--- config.mk ---
export PLATFORM = sky130hd
export DESIGN_NAME = display_timings_272p_flat
export DESIGN_NICKNAME = d
export VERILOG_FILES = /design/src/rtl/display_timings_272p_if.sv /design/src/rtl/display_timings_272p.sv /design/src/flat_wrapper.sv
export SDC_FILE = /design/constraint.sdc
export NUM_CORES = 1
export LEC_CHECK = 0
export ABC_CLOCK_PERIOD_IN_PS = 5200
export BUFFER_PORTS_ARGS = -buffer_cell sky130_fd_sc_hd__buf_2
export CAP_MARGIN = 20
export CORE_ASPECT_RATIO = 0.5
export CORE_UTILIZATION = 45
export CTS_BUF_LIST = sky130_fd_sc_hd__clkbuf_16
export DETAILED_ROUTE_END_ITERATION = 6
export PLACE_DENSITY = 0.74
export SLEW_MARGIN = 30
export SYNTH_ARGS = -nofsm -noshare
export SYNTH_HDL_FRONTEND = slang
export SYNTH_SLANG_ARGS = --single-unit
--- constraint.sdc ---
create_clock -name clk_pix -period 5.2 [get_ports clk_pix]
set_clock_uncertainty 0.05 [all_clocks]
set_input_delay 0.26 -clock clk_pix [delete_from_list [all_inputs] [get_ports clk_pix]]
set_output_delay 0.26 -clock clk_pix [all_outputs]
set_load 0.01 [all_outputs]
--- src/rtl/display_timings_272p_if.sv ---
// Timing bundle from the 272p display timing generator to the drawing
// logic and the panel pins. The generator drives it (master), consumers
// only observe it (slave).
interface display_timings_272p_if #(
  parameter int CORDW = 10
);
  logic [CORDW-1:0] sx;     // horizontal position of the current pixel
  logic [CORDW-1:0] sy;     // vertical position of the current pixel
  logic             hsync;  // horizontal sync, polarity set by H_POL
  logic             vsync;  // vertical sync, polarity set by V_POL
  logic             de;     // data enable, high in the active area
  logic             frame;  // one-cycle strobe at (0,0)
  logic             line;   // one-cycle strobe at sx==0

  modport master (output sx, sy, hsync, vsync, de, frame, line);
  modport slave  (input  sx, sy, hsync, vsync, de, frame, line);
endinterface

--- src/rtl/display_timings_272p.sv ---
// Display timing generator for the 480x272 LCD, running on the pixel clock.
// Every output is a flop. The next position is computed combinationally and
// all flags are derived from that next position, so everything presented in
// one cycle describes the same pixel.
module display_timings_272p #(
  parameter int   CORDW = 10,
  parameter int   H_RES = 480,
  parameter int   H_FP  = 32,
  parameter int   H_SW  = 48,
  parameter int   H_BP  = 40,
  parameter int   V_RES = 272,
  parameter int   V_FP  = 100,
  parameter int   V_SW  = 10,
  parameter int   V_BP  = 120,
  parameter logic H_POL = 1'b0,
  parameter logic V_POL = 1'b0
) (
  input  logic                          clk_pix,
  input  logic                          rst_pix,
  display_timings_272p_if.master        tim
);

  localparam int H_TOTAL = H_RES + H_FP + H_SW + H_BP;
  localparam int V_TOTAL = V_RES + V_FP + V_SW + V_BP;

  // Elaboration guards: the counters must be able to hold the last position,
  // and a zero-width porch or sync would collapse the timing regions.
  if (H_TOTAL > 2**CORDW) begin : g_err_htotal
    $error("display_timings_272p: H_TOTAL does not fit in CORDW bits");
  end
  if (V_TOTAL > 2**CORDW) begin : g_err_vtotal
    $error("display_timings_272p: V_TOTAL does not fit in CORDW bits");
  end
  if (H_FP == 0 || H_SW == 0 || H_BP == 0) begin : g_err_hzero
    $error("display_timings_272p: horizontal porch or sync width is zero");
  end
  if (V_FP == 0 || V_SW == 0 || V_BP == 0) begin : g_err_vzero
    $error("display_timings_272p: vertical porch or sync width is zero");
  end

  // Region boundaries, all unsigned at CORDW bits.
  localparam logic [CORDW-1:0] HA_END = CORDW'(H_RES);              // first blank pixel
  localparam logic [CORDW-1:0] HS_STA = CORDW'(H_RES + H_FP);       // first hsync pixel
  localparam logic [CORDW-1:0] HS_END = CORDW'(H_RES + H_FP + H_SW);// first pixel after hsync
  localparam logic [CORDW-1:0] H_LAST = CORDW'(H_TOTAL - 1);
  localparam logic [CORDW-1:0] VA_END = CORDW'(V_RES);
  localparam logic [CORDW-1:0] VS_STA = CORDW'(V_RES + V_FP);
  localparam logic [CORDW-1:0] VS_END = CORDW'(V_RES + V_FP + V_SW);
  localparam logic [CORDW-1:0] V_LAST = CORDW'(V_TOTAL - 1);
  localparam logic [CORDW-1:0] ONE    = CORDW'(1);

  logic [CORDW-1:0] r_sx, r_sy;
  logic             r_hsync, r_vsync, r_de, r_frame, r_line;
  // Set after the first counting edge; until then the next position is (0,0)
  // so that release from reset always presents (0,0) with frame=1.
  logic             r_run;

  logic [CORDW-1:0] w_nx, w_ny;
  logic             w_hs_act, w_vs_act, w_de, w_frame, w_line;

  // Next position: hold at the origin for the first edge, then advance with
  // horizontal and vertical wrap.
  always_comb begin
    w_nx = '0;
    w_ny = '0;
    if (r_run) begin
      if (r_sx == H_LAST) begin
        w_nx = '0;
        w_ny = (r_sy == V_LAST) ? '0 : r_sy + ONE;
      end else begin
        w_nx = r_sx + ONE;
        w_ny = r_sy;
      end
    end
  end

  // Flags for the next position. vsync depends on the line only, so it can
  // only change when the line changes, i.e. on the edge where sx becomes 0.
  always_comb begin
    w_de     = (w_nx < HA_END) && (w_ny < VA_END);
    w_hs_act = (w_nx >= HS_STA) && (w_nx < HS_END);
    w_vs_act = (w_ny >= VS_STA) && (w_ny < VS_END);
    w_line   = (w_nx == '0);
    w_frame  = (w_nx == '0) && (w_ny == '0);
  end

  // Register position and flags together; reset parks everything inactive.
  always_ff @(posedge clk_pix) begin
    if (rst_pix) begin
      r_run   <= 1'b0;
      r_sx    <= '0;
      r_sy    <= '0;
      r_de    <= 1'b0;
      r_frame <= 1'b0;
      r_line  <= 1'b0;
      r_hsync <= ~H_POL;
      r_vsync <= ~V_POL;
    end else begin
      r_run   <= 1'b1;
      r_sx    <= w_nx;
      r_sy    <= w_ny;
      r_de    <= w_de;
      r_frame <= w_frame;
      r_line  <= w_line;
      r_hsync <= w_hs_act ? H_POL : ~H_POL;
      r_vsync <= w_vs_act ? V_POL : ~V_POL;
    end
  end

  assign tim.sx    = r_sx;
  assign tim.sy    = r_sy;
  assign tim.hsync = r_hsync;
  assign tim.vsync = r_vsync;
  assign tim.de    = r_de;
  assign tim.frame = r_frame;
  assign tim.line  = r_line;

endmodule

--- src/flat_wrapper.sv ---
// flat-port wrapper written by rule: the top's interface ports become plain ports
module display_timings_272p_flat 
#(
  parameter int   CORDW = 10,
  parameter int   H_RES = 480,
  parameter int   H_FP  = 32,
  parameter int   H_SW  = 48,
  parameter int   H_BP  = 40,
  parameter int   V_RES = 272,
  parameter int   V_FP  = 100,
  parameter int   V_SW  = 10,
  parameter int   V_BP  = 120,
  parameter logic H_POL = 1'b0,
  parameter logic V_POL = 1'b0
)
  (clk_pix, rst_pix, tim_sx, tim_sy, tim_hsync, tim_vsync, tim_de, tim_frame, tim_line);
  display_timings_272p_if #(.CORDW(CORDW)) tim_i ();
  input  logic clk_pix;
  input  logic rst_pix;
  output wire logic [$bits(tim_i.sx)-1:0] tim_sx;
  output wire logic [$bits(tim_i.sy)-1:0] tim_sy;
  output wire logic [$bits(tim_i.hsync)-1:0] tim_hsync;
  output wire logic [$bits(tim_i.vsync)-1:0] tim_vsync;
  output wire logic [$bits(tim_i.de)-1:0] tim_de;
  output wire logic [$bits(tim_i.frame)-1:0] tim_frame;
  output wire logic [$bits(tim_i.line)-1:0] tim_line;
  assign tim_sx = tim_i.sx;
  assign tim_sy = tim_i.sy;
  assign tim_hsync = tim_i.hsync;
  assign tim_vsync = tim_i.vsync;
  assign tim_de = tim_i.de;
  assign tim_frame = tim_i.frame;
  assign tim_line = tim_i.line;
  display_timings_272p #(.CORDW(CORDW), .H_RES(H_RES), .H_FP(H_FP), .H_SW(H_SW), .H_BP(H_BP), .V_RES(V_RES), .V_FP(V_FP), .V_SW(V_SW), .V_BP(V_BP), .H_POL(H_POL), .V_POL(V_POL)) u_core (.clk_pix(clk_pix), .rst_pix(rst_pix), .tim(tim_i));
endmodule
==> qor.csv, run 1 <==
metric;value;unit
IO buf count;26;
die area;0.00392;mm²
period utilisation layout;0.504;
most frequent cells in the layout;buf_2 (26), dfxtp_1 (26), nor2_1 (23);
worst relative slew slack;0.643;
WP buf/inv;1;
hold buffers post-CTS;0;
RSZ-0062 raised after global routing;no;
CTS HTree Levels;1;
total of max-cap violations;0;
syn nets;212;
status;finished, final reports clean;
Placed Area;0.00176;mm²
Post-CTS Repair Setup Buffers;0;
Initial Util;0.474;
combinational fraction of design power;0.033;
maximum vdd ir drop;0.132;mV
Pwr Density;211;mW/mm²
R2R Path Start;u_core.tim.sx[0];
switching power of the nets;78.3;µW
Synth warnings;0;
Rows;15;
Final Setup Violations;0;
Post-synth EDFFs;0;
Synth cell types;50;
area grow syn2layout;11.9;%
Post-synth top flop;dfxtp_1;
clock-pin slew on the worst setup and hold paths;0.06;ns
gpl congestion;0.858;
post-synthesis register bit count;26;
Clock Sink Count;26;
critical path, cell by cell;ha_1, and3_1, nand3_1, o21ai_1, inv_1, a2111oi_0, o31a_1;
CP peak stage delay;0.44;ns
Leakage;0.732;nW
share of power burned in registers;0.525;
clock power share;0.442;
# diodes;0;
internal power;310;µW
pre-CTS setup slack;2.61;ns
Period minus WS final;2.62;ns
post-cts gate resize count;0;
clock buffer count from CTS;3;
Die Y;44.8;µm
design area;0.00184;mm²
gr usage total;0.200;
DRT iter0 DRCs;97;
worst setup path class;reg -> reg;
WP data required;5.35;ns
die width;87.5;µm
switching share of power;0.202;
CP max-delay cell;a2111oi_0;
DR DRC count;0;
Synth Cell Area;0.00165;mm²
CTS tree;done;
via count;1553;
Setup crit start;u_core.tim.sx[0];
Core Area;0.00347;mm²
io pins;27;
Worst Min Path Start;rst_pix;
hpwl dp;2.70;mm
Avg WL per Cell;14.0;µm
PnR worst setup slack;2.58;ns
setup TNS;0;ns
largest net degree at the start of global routing;15;
CTS Buffer Depth;2;
First-pass DRT Iterations;4;
Max Clk Rate;382;MHz
initial antenna violation count;0;
nets;226;
Worst Tran Pin Value;0.531;ns
syn_area_per_cell;7.95;µm²
first-pass GRT wire length;6.02;mm
Worst Hold Class;in -> reg;
arrival time of the worst setup path;2.77;ns
final wirelength;3.78;mm
layout cells sized above 1;0.159;
Root Driver;clkbuf_16;
detailed-route vias per instance;5.73;
sequential area share after synthesis;0.316;
Core Util, Final;0.530;
crit start category;register;
crit-path max FO;12;
Worst-Skew Late Latency;0.26;ns
Fin. Hold Viols;0;
Async SR Flop Fraction;0;
vias in the first global route;1279;
post-route ant nets;0;
cell count after synthesis;207;
Slew Viols, Final;0;
Overflow after GRT;0;
nature of the critical path endpoint;register;
cell family with most CP delay;compound AO/OA/AOI/OAI gates;
## cell usage after synthesis, types with 2 or more instances
library cell  number  share of area
and2_1             6          0.023
or3_1              2         0.0076
o21ai_1            3         0.0091
and3_1            12          0.046
ha_1               3          0.023
nor4_1             2         0.0076
buf_2              4          0.012
nor2_1            23          0.052
nand4b_1           2          0.011
nor2b_1            4          0.015
a21oi_1            4          0.012
o21ai_0            8          0.024
dfxtp_1           26           0.32
or4_1              5          0.023
nand4_1            7          0.027
nor4bb_1           2          0.012
o31a_1             3          0.016
xor2_1            10          0.053
nand2_1           12          0.027
nand3_1            8          0.024
nor3_1             8          0.024
xnor2_1            7          0.037
inv_1              6          0.014
clkbuf_1          11          0.025
a31oi_1            4          0.015
## power groups by stage
stage          sequential [mW]  combinational, mW  clock (mW)
2_1_floorplan            0.209            0.00624           0
3_3_place_gp             0.208             0.0124           0
3_5_place_dp             0.208             0.0126           0
4_1_cts                  0.204             0.0127       0.176
5_1_grt                  0.204             0.0140       0.183
6_report                 0.204             0.0126       0.172
## area by class of cell
class / instances / area, µm²
fill: 323 / 1630
timing repair buffer: 26 / 130
clock buffer: 3 / 75.1
multi-input combinational: 158 / 1020
tap: 51 / 63.8
inverter: 6 / 22.5
sequential: 26 / 520
clock inverter: 1 / 3.75
## worst register-to-register path, stage by stage (launching register included)
cell       delay, ns
dfxtp_1         0.40
ha_1            0.26
and3_1          0.37
nand3_1         0.37
o21ai_1         0.37
inv_1           0.09
a2111oi_0       0.44
o31a_1          0.21
## final timing paths
path	to	slack, ns	cells past startpoint
hold / removal	u_core.tim.sx[8]	0.18	2
setup / recovery	u_core.tim.de	2.58	7
setup reg to reg	u_core.tim.de	2.58	7
hold reg to reg	u_core.tim.sx[0]	0.44	1
## registers in the layout, indices dropped and copies added, names as in the netlist
name / count
u_core.tim.sx: 10
u_core.tim.sy: 10
u_core.r_run: 1
u_core.tim.de: 1
u_core.tim.frame: 1
u_core.tim.hsync: 1
u_core.tim.line: 1
u_core.tim.vsync: 1
## metrics by stage
step	hold WS (ns)	std cells	power (mW)
6_report	0.183	271	0.388
5_1_grt	0.198	271	0.401
4_1_cts	0.188	271	0.392
3_3_place_gp	0.411	267	0.220
3_5_place_dp	0.433	267	0.221
2_1_floorplan	0.282	207	0.215
## routing by layer
metal	share of wire	vias up	track usage
li1	-	775	-
met4	0.0095	0	0.0393
met1	0.47	712	0.274
met3	0.059	4	0.0494
met2	0.46	62	0.325
met5	0	-	0
## cells by family after synthesis
family                   synth area share
buffers and inverters              0.0608
AND/OR/NAND/NOR                     0.353
adder cells (fa/ha/maj)            0.0228
AO/OA/AOI/OAI                       0.151
flip-flops                          0.316
XOR/XNOR                           0.0905
multiplexers                      0.00608
No activity file was read; power rests on OpenSTA's default activity.
==> inputs of run 2 (changes only) <==
ABC_CLOCK_PERIOD_IN_PS = 2400   (was 5200)
PLACE_DENSITY = 0.77   (was 0.74)
clock period = 2.4 ns   (was 5.2 ns; I/O delays follow)
==> run 2 against run 1 <==
  * Global-route usage increased by 2.1 points
  * Critical path type unchanged
  * Highest routed layer unchanged
  * Final area is 11% higher
  * Clock power increased by 120%
  * Die area stayed put
==> qor.csv, run 2 (synthesis gave the netlist of run 1 again) <==
metric;value;unit;change
status;finished, final reports clean;;unchanged
maximum vdd ir drop;0.212;mV;was 0.132 mV
most frequent cells in the layout;buf_2 (26), dfxtp_1 (25), nor2_1 (23), buf_4 (23), nand2_1 (12);;was buf_2 (26), dfxtp_1 (26), nor2_1 (23)
reg-to-reg slack, setup;0.09;ns;was 2.58 ns
nets;249;;was 226
Pwr Density;421;mW/mm²;was 211 mW/mm²
worst relative slew slack;0.747;;was 0.643
hold endpoint;u_core.tim.line;;was u_core.tim.sx[8]
area grow syn2layout;23.7;%;was 11.9%
Tot Pwr;856;µW;was 388 µW
Rows;15;;unchanged
crit start category;register;;unchanged
DRT iter0 DRCs;130;;was 97
R2R Path Start;u_core.tim.sx[1];;was u_core.tim.sx[0]
Avg WL per Cell;14.7;µm;was 14.0 µm
hold buffers post-CTS;0;;unchanged
period utilisation layout;0.962;;was 0.504
Register-to-Register Path Depth;7;;unchanged
layout cells sized above 1;0.267;;was 0.159
Max Clk Rate;433;MHz;was 382 MHz
Die Y;44.8;µm;unchanged
crit-path max FO;8;;was 12
die area;0.00392;mm²;unchanged
First-pass DRT Iterations;4;;unchanged
die width;87.5;µm;unchanged
Fin. Hold Viols;0;;unchanged
Initial Util;0.474;;unchanged
CTS HTree Levels;1;;unchanged
total of max-cap violations;0;;unchanged
final wirelength;4.32;mm;was 3.78 mm
Worst Min Path Start;rst_pix;;unchanged
initial antenna violation count;0;;unchanged
# diodes;0;;unchanged
DR DRC count;0;;unchanged
CTS Buffer Depth;2;;unchanged
Core Area;0.00347;mm²;unchanged
design area;0.00203;mm²;was 0.00184 mm²
largest net degree at the start of global routing;15;;unchanged
Placed Area;0.00192;mm²;was 0.00176 mm²
Period minus WS final;2.31;ns;was 2.62 ns
Final Setup Violations;0;;unchanged
Slew Viols, Final;0;;unchanged
Worst Hold Class;in -> reg;;unchanged
WP data required;2.56;ns;was 5.35 ns
IO buf count;26;;unchanged
via count;1672;;was 1553
commonest non-fill, non-tap cell in the layout;buf_2;;
Layout fillers;297;;was 323
vias in the first global route;1386;;was 1279
detailed-route vias per instance;5.69;;was 5.73
Root Driver;clkbuf_16;;unchanged
clock-pin slew on the worst setup and hold paths;0.07;ns;was 0.06 ns
RSZ-0062 raised after global routing;no;;unchanged
Reg-to-Reg End;u_core.tim.frame;;was u_core.tim.de
Leakage;0.846;nW;was 0.732 nW
io pins;27;;unchanged
gr usage total;0.221;;was 0.200
post-route ant nets;0;;unchanged
Overflow after GRT;0;;unchanged
first-pass GRT wire length;6.53;mm;was 6.02 mm
CTS tree;done;;unchanged
gpl congestion;0.952;;was 0.858
Worst-Skew Late Latency;0.26;ns;about the same
clock buffer count from CTS;3;;unchanged
worst setup path class;reg -> reg;;unchanged
setup TNS;0;ns;unchanged
WHS Path Cells;2;;unchanged
Worst Tran Pin Value;0.371;ns;was 0.531 ns
nature of the critical path endpoint;register;;unchanged
arrival time of the worst setup path;2.47;ns;was 2.77 ns
hpwl dp;3.03;mm;was 2.70 mm
Clock Sink Count;26;;unchanged
run 2: worst max path at each step:
stage                startpoint                to  slack (ns)  depth (start not counted)
6_report       u_core.tim.sx[1]  u_core.tim.frame        0.09                          7
5_1_grt        u_core.tim.sy[0]  u_core.tim.vsync        0.01                          7
4_1_cts        u_core.tim.sx[1]  u_core.tim.frame        0.02                          7
3_5_place_dp   u_core.tim.sx[1]  u_core.tim.vsync        0.02                          8
3_3_place_gp   u_core.tim.sx[1]  u_core.tim.vsync        0.08                          8
2_1_floorplan  u_core.tim.sx[1]  u_core.tim.vsync        0.04                          8
run 2: timing repair:
item                                    CTS  global route
setup buffers                             0             2
pin swaps                                 0             2
gates resized for setup                   1             5
endpoints found under the setup margin    1             2
run 2: routing by layer:
layer	GRT usage	wire, µm	vias to the layer above
met5	0	0	-
met4	0.0918	61	0
met3	0.0585	276	8
met2	0.356	2060	75
met1	0.286	1920	768
li1	-	-	821
run 2: critical path, stage by stage, from the launching register on:
cell and delay [ns]:
dfxtp_1 0.36, ha_2 0.21, and2_2 0.23, nand2_1 0.07, o311a_1 0.37, or4_1 0.56, a211oi_2 0.23, and3_1 0.17
run 2: per-stage QoR:
| stage | setup slack, ns | hold WS, ns | utilization | std cells |
|---|---|---|---|---|
| 6_report | 0.0907 | 0.0553 | 0.586 | 294 |
| 5_1_grt | 0.0105 | 0.0717 | 0.586 | 294 |
| 4_1_cts | 0.0217 | 0.0564 | 0.577 | 292 |
| 3_5_place_dp | 0.0161 | 0.332 | 0.554 | 288 |
| 3_3_place_gp | 0.0786 | 0.343 | 0.554 | 288 |
| 2_1_floorplan | 0.0383 | 0.142 | - | 207 |
run 2: power breakdown:
group / switching (mW) / internal (mW)
sequential: 0.00355 / 0.437
combinational: 0.0187 / 0.0141
clock: 0.159 / 0.224
total: 0.181 / 0.675
run 2: area by class of cell:
| cell class | count | area (µm²) | share of cell area |
|---|---|---|---|
| clock buffers | 3 | 75.1 | 0.0369 |
| inverters | 6 | 22.5 | 0.0111 |
| repair buffers | 49 | 303 | 0.149 |
| well taps | 51 | 63.8 | 0.0314 |
| flip-flops and latches | 26 | 522 | 0.256 |
| multi-input cells | 158 | 1040 | 0.514 |
| clock inverters | 1 | 3.75 | 0.00185 |
==> inputs of run 3 (changes only) <==
RECOVER_POWER = 25   (was unset)
==> run 3 against run 2 <==
  * Utilization shrank 0.50 points
  * Sequential power is essentially flat
  * Non-clock buffer count is the same
  * Global-route usage is the same
  * Routed wire length shrank 0.42%
  * Critical path type unchanged
  * Largest power group unchanged
  * Highest routed layer unchanged
==> qor.csv, run 3 (synthesis gave the netlist of run 1 again) <==
metric;value;unit;change
hpwl dp;3.03;mm;unchanged
Slew Viols, Final;0;;unchanged
DRT iter0 DRCs;124;;was 130
Core Area;0.00347;mm²;unchanged
combinational fraction of design power;0.036;;was 0.038
hold buffers post-CTS;0;;unchanged
total of max-cap violations;0;;unchanged
pre-CTS setup slack;0.0161;ns;unchanged
final wirelength;4.30;mm;was 4.32 mm
Clock Sink Count;26;;unchanged
Worst Tran Pin Value;0.371;ns;about the same
Cells after DPL;288;;unchanged
clock-pin slew on the worst setup and hold paths;0.07;ns;about the same
die area;0.00392;mm²;unchanged
DR DRC count;0;;unchanged
PnR worst setup slack;0.0982;ns;was 0.0907 ns
Period minus WS final;2.30;ns;was 2.31 ns
die width;87.5;µm;unchanged
largest net degree at the start of global routing;15;;unchanged
most frequent cells in the layout;dfxtp_1 (25), nor2_1 (23), buf_4 (22);;was buf_2 (26), dfxtp_1 (25), nor2_1 (23), buf_4 (23), nand2_1 (12)
gpl congestion;0.952;;unchanged
First-pass DRT Iterations;4;;unchanged
clock buffer count from CTS;3;;unchanged
critical path, cell by cell;ha_2, and3_4, nand4_4, or4_1, o21ai_1, a22oi_1, or4_1;;was ha_2, and2_2, nand2_1, o311a_1, or4_1, a211oi_2, and3_1
worst setup path class;reg -> reg;;unchanged
CTS tree;done;;unchanged
Worst Hold Class;in -> reg;;unchanged
worst relative slew slack;0.746;;was 0.747
Fin. Hold Viols;0;;unchanged
commonest non-fill, non-tap cell in the layout;dfxtp_1;;was buf_2
CTS HTree Levels;1;;unchanged
WP data required;2.49;ns;was 2.56 ns
layout cells sized above 1;0.218;;was 0.267
via count;1701;;was 1672
Leakage;0.806;nW;was 0.846 nW
maximum vdd ir drop;0.216;mV;was 0.212 mV
switching power of the nets;184;µW;was 181 µW
Core Util, Final;0.581;;was 0.586
Die Y;44.8;µm;unchanged
vias in the first global route;1386;;unchanged
status;finished, final reports clean;;unchanged
io pins;27;;unchanged
crit start category;register;;unchanged
Final Setup Violations;0;;unchanged
# diodes;0;;unchanged
CTS Buffer Depth;2;;unchanged
first-pass GRT wire length;6.53;mm;unchanged
Max Clk Rate;434;MHz;was 433 MHz
period utilisation layout;0.959;;was 0.962
nets;249;;unchanged
initial antenna violation count;0;;unchanged
internal power;673;µW;was 675 µW
CP max-delay cell;or4_1;;unchanged
switching share of power;0.215;;was 0.212
RSZ-0062 raised after global routing;no;;unchanged
Rows;15;;unchanged
Overflow after GRT;0;;unchanged
clock power share;0.450;;was 0.447
Root Driver;clkbuf_16;;unchanged
post-route ant nets;0;;unchanged
setup TNS;0;ns;unchanged
CP dominant cell by count;or4_1;;
area grow syn2layout;22.6;%;was 23.7%
Pwr Density;425;mW/mm²;was 421 mW/mm²
gr usage total;0.221;;unchanged
nature of the critical path endpoint;register;;unchanged
detailed-route vias per instance;5.79;;was 5.69
crit-path max FO;5;;was 8
Initial Util;0.474;;unchanged
CP peak stage delay;0.52;ns;was 0.56 ns
share of power burned in registers;0.514;;was 0.515
Worst-Skew Late Latency;0.26;ns;about the same
IO buf count;26;;unchanged
Finished Layout Cells;294;;unchanged
arrival time of the worst setup path;2.39;ns;was 2.47 ns
Avg WL per Cell;14.6;µm;was 14.7 µm
-- run 3: power groups by stage --
stage	Combinational, mW	Sequential (mW)	Clock [mW]
after floorplan	0.0136	0.453	0
after global placement	0.0321	0.450	0
after detailed placement	0.0328	0.451	0
after CTS	0.0329	0.441	0.388
after global routing	0.0344	0.441	0.408
final	0.0310	0.441	0.386
-- run 3: stage by stage --
stage | hold WS (ns) | total power, mW | cell area [µm²]
global route | 0.151 | 0.884 | 2020
finish | 0.107 | 0.858 | 2020
CTS | 0.0564 | 0.862 | 2000
detailed placement | 0.332 | 0.483 | 1920
global placement | 0.343 | 0.483 | 1920
floorplan | 0.142 | 0.467 | 1650
-- run 3: final timing paths --
kind / from / to / cells after the start / slack [ns]
hold reg to reg: u_core.tim.sx[0] / u_core.tim.sx[0] / 2 / 0.47
setup / recovery: u_core.tim.sx[1] / u_core.tim.vsync / 7 / 0.1
hold / removal: rst_pix / u_core.r_run / 2 / 0.11
setup reg to reg: u_core.tim.sx[1] / u_core.tim.vsync / 7 / 0.1
-- run 3: layer usage --
layer  vias up  GRT usage  wire length (µm)
li1        827          -                 -
met1       770      0.286              1870
met2        92      0.356              2030
met3        12     0.0585               314
met4         0     0.0918                84
met5         -          0                 0
-- run 3: timing repair --
item,CTS,global route
setup endpoints to repair,1,2
buffers inserted,0,2
pin swaps,0,2
gates resized for setup,1,5
-- run 3: cell type report --
cell class              instances  area (µm²)
fillers                       307        1460
inverters                       6        22.5
clock inverters                 1        3.75
multi-input cells             158        1040
clock buffers                   3        75.1
well taps                      51        63.8
repair buffers                 49         285
flip-flops and latches         26         522
-- run 3: critical path, delay by kind of cell (launching register included) --
family	cells	cell delay, ns
adder cells (fa/ha/maj)	1	0.21
AO/OA/AOI/OAI	2	0.21
flip-flops	1	0.36
AND/OR/NAND/NOR	4	1.35
